[src/rtl/crc_receiver.sv]
// Serial CRC frame checker. A frame is DATA_W payload bits followed by CRC_W check bits, MSB
// first. The CRC is recomputed over the payload with an LFSR (INIT preset, no final XOR) and
// compared against the received check bits. The verdict, the payload and a one-cycle done
// strobe come out together.
// Optional build macro CRC_ERR_CNT_EN adds a saturating 8-bit count of failed frames (err_cnt).
module crc_receiver #(
  parameter int unsigned      DATA_W = 32,
  parameter int unsigned      CRC_W  = 32,
  parameter logic [CRC_W-1:0] POLY   = 32'h04C11DB7,
  parameter logic [CRC_W-1:0] INIT   = 32'h00000000
) (
  input  logic              clk,
  input  logic              rst_n,
  input  logic              start,
  input  logic              data,
  output logic [DATA_W-1:0] data_out,
  output logic              crc_ok,
  output logic              done,
  output logic              busy
`ifdef CRC_ERR_CNT_EN
  ,
  output logic [7:0]        err_cnt
`endif
);

  localparam int unsigned MaxW = (DATA_W > CRC_W) ? DATA_W : CRC_W;
  localparam int unsigned CntW = $clog2(MaxW) + 1;
  localparam logic [CntW-1:0] DataLast = CntW'(DATA_W - 1);
  localparam logic [CntW-1:0] CrcLast  = CntW'(CRC_W - 1);

  typedef enum logic [1:0] {
    StIdle,
    StShiftData,
    StShiftCrc,
    StCheck
  } state_t;

  state_t            state_q;
  logic [CRC_W-1:0]  lfsr_q;
  logic [CRC_W-1:0]  lfsr_next;
  logic [DATA_W-1:0] payload_q;
  logic [CRC_W-1:0]  rx_crc_q;
  logic [CntW-1:0]   cnt_q;
  logic              fb;
  logic              match;

  // LFSR next state for one payload bit, plus the final comparison.
  always_comb begin
    fb        = data ^ lfsr_q[CRC_W-1];
    lfsr_next = {lfsr_q[CRC_W-2:0], 1'b0} ^ (fb ? POLY : '0);
    match     = (rx_crc_q == lfsr_q);
  end

  // Frame FSM with registered outputs. The last check bit is captured on the edge that enters
  // StCheck. The verdict is registered on the following edge, so done rises DATA_W+CRC_W+1
  // edges after the start edge.
  always_ff @(posedge clk or negedge rst_n) begin
    if (!rst_n) begin
      state_q   <= StIdle;
      lfsr_q    <= INIT;
      payload_q <= '0;
      rx_crc_q  <= '0;
      cnt_q     <= '0;
      data_out  <= '0;
      crc_ok    <= 1'b0;
      done      <= 1'b0;
      busy      <= 1'b0;
`ifdef CRC_ERR_CNT_EN
      err_cnt   <= 8'h00;
`endif
    end else begin
      done <= 1'b0;
      unique case (state_q)
        StIdle: begin
          if (start) begin
            state_q <= StShiftData;
            lfsr_q  <= INIT;
            cnt_q   <= '0;
            busy    <= 1'b1;
          end
        end
        StShiftData: begin
          payload_q <= {payload_q[DATA_W-2:0], data};
          lfsr_q    <= lfsr_next;
          if (cnt_q == DataLast) begin
            state_q <= StShiftCrc;
            cnt_q   <= '0;
          end else begin
            cnt_q <= cnt_q + 1'b1;
          end
        end
        StShiftCrc: begin
          rx_crc_q <= {rx_crc_q[CRC_W-2:0], data};
          if (cnt_q == CrcLast) begin
            state_q <= StCheck;
            cnt_q   <= '0;
          end else begin
            cnt_q <= cnt_q + 1'b1;
          end
        end
        StCheck: begin
          done     <= 1'b1;
          data_out <= payload_q;
          crc_ok   <= match;
          busy     <= 1'b0;
          state_q  <= StIdle;
`ifdef CRC_ERR_CNT_EN
          if (!match && (err_cnt != 8'hFF)) begin
            err_cnt <= err_cnt + 8'h01;
          end
`endif
        end
        default: state_q <= StIdle;
      endcase
    end
  end

endmodule

[config.mk]
export PLATFORM = sky130hd
export DESIGN_NAME = crc_receiver
export DESIGN_NICKNAME = d
export VERILOG_FILES = /design/src/rtl/crc_receiver.sv
export SDC_FILE = /design/constraint.sdc
export NUM_CORES = 1
export LEC_CHECK = 0
export BUFFER_PORTS_ARGS = -buffer_cell sky130_fd_sc_hd__buf_4
export CAP_MARGIN = 15
export CELL_PAD_IN_SITES_DETAIL_PLACEMENT = 0
export CELL_PAD_IN_SITES_GLOBAL_PLACEMENT = 1
export CORE_MARGIN = 8
export CORE_UTILIZATION = 40
export CTS_CLUSTER_SIZE = 24
export DETAILED_ROUTE_END_ITERATION = 10
export PLACE_DENSITY = 0.7
export SYNTH_ARGS = -nofsm -noshare
export SYNTH_HDL_FRONTEND = slang
export SYNTH_SLANG_ARGS = --single-unit
[constraint.sdc]
create_clock -name clk -period 1.9 [get_ports clk]
set_input_delay 0.285 -clock clk [delete_from_list [all_inputs] [get_ports clk]]
set_output_delay 0.285 -clock clk [all_outputs]
set_load 0.005 [all_outputs]
==> impl_metrics.json <==
{
  "period_share_pct": 85.2,
  "synth_top_area_share_pct": 60.1,
  "yosysTopAreaCell": "dfrtp_1",
  "netlist_area_mm2": 0.00579,
  "hpwlAfterDp_um": 6970,
  "wl_per_cell_um": 16.6,
  "critical_path_arrival_ns": 1.97,
  "cp_max_fo": 32,
  "post_cts_buffers": 0,
  "grt_max_degree": 50,
  "grt-ovfl-total": 0,
  "hold_ws_ns": 0.152,
  "path_cells": "inv_1, ha_1, mux2i_2, buf_12, a22o_1",
  "synthTopCellsByArea": "dfrtp_1 (60%), mux2_2 (19%), xor2_1 (6.7%), a22o_1 (2.7%), nand2_1 (1.4%)",
  "timing.setup.tns_ns": 0,
  "cts.sink_count": 139,
  "grt_pass1_vias": 3610,
  "start_util_pct": 40.4,
  "dp.cells": 620,
  "drt_iter0_drc": 156,
  "fin_crit_ns": 1.62,
  "power.density_mw_per_mm2": 1680,
  "via_count": 3333,
  "core_area_mm2": 0.0143,
  "die_h_um": 136,
  "max-cap-violations": 0,
  "layout_commonest_cell": "dfrtp_1",
  "drive_above_1_share_pct": 39.4,
  "gp_congestion": 0.772,
  "fin_cells": 653,
  "worstHoldPathType": "in2reg",
  "syn_nets": 417,
  "clockBufferDepth": 2,
  "slowest_delay_ns": 0.40,
  "routed_wl_um": 10900,
  "hold_viol": 0,
  "grt_pass1_wl_um": 18600,
  "cts.root.buffer_cell": "clkbuf_16",
  "mostFrequentLayoutCells": "dfrtp_1 (139), mux2_2 (96), xor2_1 (44)",
  "clk_latency_ns": 0.41,
  "port_buffers": 38,
  "outcome": "finished clean",
  "worst_ir_drop_vdd_mv": 0.820,
  "ys_seq_area_share_pct": 60.1,
  "skew_ns": 0.00650,
  "clkTransAtPathRegs_ns": 0.06,
  "syn_avg_cell_area_um2": 14.2,
  "die_w_um": 136,
  "yosys_warnings": 0,
  "numCtsBuffers": 17,
  "routed_via_density": 5.10,
  "rows": 44,
  "area_delta_synth_final_pct": 19.2,
  "h-tree-depth": 4,
  "grt_antenna_before_repair": 0,
  "grt_usage_pct": 12.9,
  "slew_viol_final": 0,
  "antenna_left": 0,
  "cp-end-kind": "register",
  "critPathKind": "reg2reg",
  "synth-seq-cells": 139,
  "postPlaceCellArea_mm2": 0.00632,
  "drt_pre_antenna_iters": 4,
  "drc": 0,
  "critPathSlowestCell": "dfrtp_1",
  "cts_tree": "yes",
  "crit_required_ns": 2.25,
  "worst_slew_pin_slew_ns": 0.465,
  "cp-start-kind": "register",
  "finalNetCount": 465,
  "clock.fmax_ghz": 0.618,
  "stdcell_area_mm2": 0.00690,
  "yosysUniqueCellTypes": 37,
  "syn_inst": 408,
  "pin_count": 39,
  "n_antenna_cell": 0,
  "rsz0062_at_grt": "false",
  "slew_headroom_pct": 69.0,
  "critPathTopFamily": "flip-flops",
  "path_buf_inv": 2,
  "p_leak_uw": 0.00346,
  "setup_violations": 0,
  "die_area_mm2": 0.0186
}
synthesized netlist by cell type:
cell / count
dfrtp_1: 139
mux2_2: 96
xor2_1: 44
nand2_1: 22
a22o_1: 18
buf_2: 12
o21ai_0: 10
o21ai_1: 10
nand3_1: 7
nor4_1: 7
ha_1: 5
inv_1: 4
buf_6: 3
clkbuf_1: 3
mux2i_1: 3
a22o_2: 2
a31oi_1: 2
nor3_1: 2
a21o_1: 1
a21oi_1: 1
a21oi_2: 1
a2bb2oi_1: 1
and2_4: 1
and2b_2: 1
and3_1: 1
and3b_1: 1
buf_4: 1
buf_8: 1
mux2i_2: 1
nand2b_1: 1
nand2b_4: 1
nand4_1: 1
nor2_1: 1
o31ai_1: 1
or2_2: 1
xnor2_1: 1
xnor2_2: 1
routing by layer:
metal  part of all wire, %  global-route usage, %  vias to the layer above  wire (um)
li1                      -                      -                     1540          -
met1                    48                   17.1                     1721       5200
met2                    47                   19.1                       62       5050
met3                   4.7                   4.92                       10        513
met4                  0.79                   4.03                        0         86
met5                     0                      0                        -          0
power breakdown:
part | total, uW | internal (uW) | switching [uW] | leakage [uW]
Combinational | 3790 | 2000 | 1790 | 0.00134
Clock | 3190 | 1860 | 1330 | 0.000277
Sequential | 4620 | 3870 | 748 | 0.00184
Total | 11600 | 7740 | 3860 | 0.00346
timing repair:
item,CTS,global route
gates resized for setup,0,0
endpoints found under the hold margin,44,0
hold buffers,1,0
area by class of cell:
| cell class | instances | area (um^2) |
|---|---|---|
| clock buffer | 18 | 439 |
| clock inverter | 14 | 134 |
| fill | 1250 | 7410 |
| inverter | 4 | 15.0 |
| multi-input combinational | 245 | 2170 |
| sequential | 139 | 3480 |
| tap | 184 | 230 |
| timing repair buffer | 49 | 437 |
sequential cells by signal, indices dropped and copies added (netlist names):
name,flops
cnt_q,6
busy,1
payload_q,32
rx_crc_q,32
state_q,2
crc_ok,1
done,1
data_out,32
lfsr_q,32
per-stage QoR:
step / utilization (%) / power, uW / setup slack [ns]
6_report: 48.2 / 11600 / 0.282
5_1_grt: 48.2 / 12400 / 0.153
4_1_cts: 48.2 / 11800 / 0.265
3_5_place_dp: 44.1 / 8520 / 0.292
3_3_place_gp: 44.1 / 8430 / 0.366
2_1_floorplan: - / 7290 / 0.360
path summary, 6_finish.rpt:
kind | start | end | slack [ns] | depth (start not counted)
max in group asynchronous | rst_n | rx_crc_q[6] | 0.91 | 3
min in group asynchronous | rst_n | rx_crc_q[22] | 0.38 | 2
max | state_q[1] | lfsr_q[27] | 0.28 | 5
max reg2reg | state_q[1] | lfsr_q[27] | 0.28 | 5
min | data | payload_q[0] | 0.15 | 2
min reg2reg | data_out[16] | data_out[16] | 0.51 | 1
cell families after synthesis:
group	synth area share (%)
multiplexers	19.4
flip-flops	60.1
AND/OR/NAND/NOR	4.15
AO/OA/AOI/OAI	5.66
adder cells (fa/ha/maj)	1.08
XOR/XNOR	7.09
buffers and inverters	2.46
(Power assumes the default switching activity.)
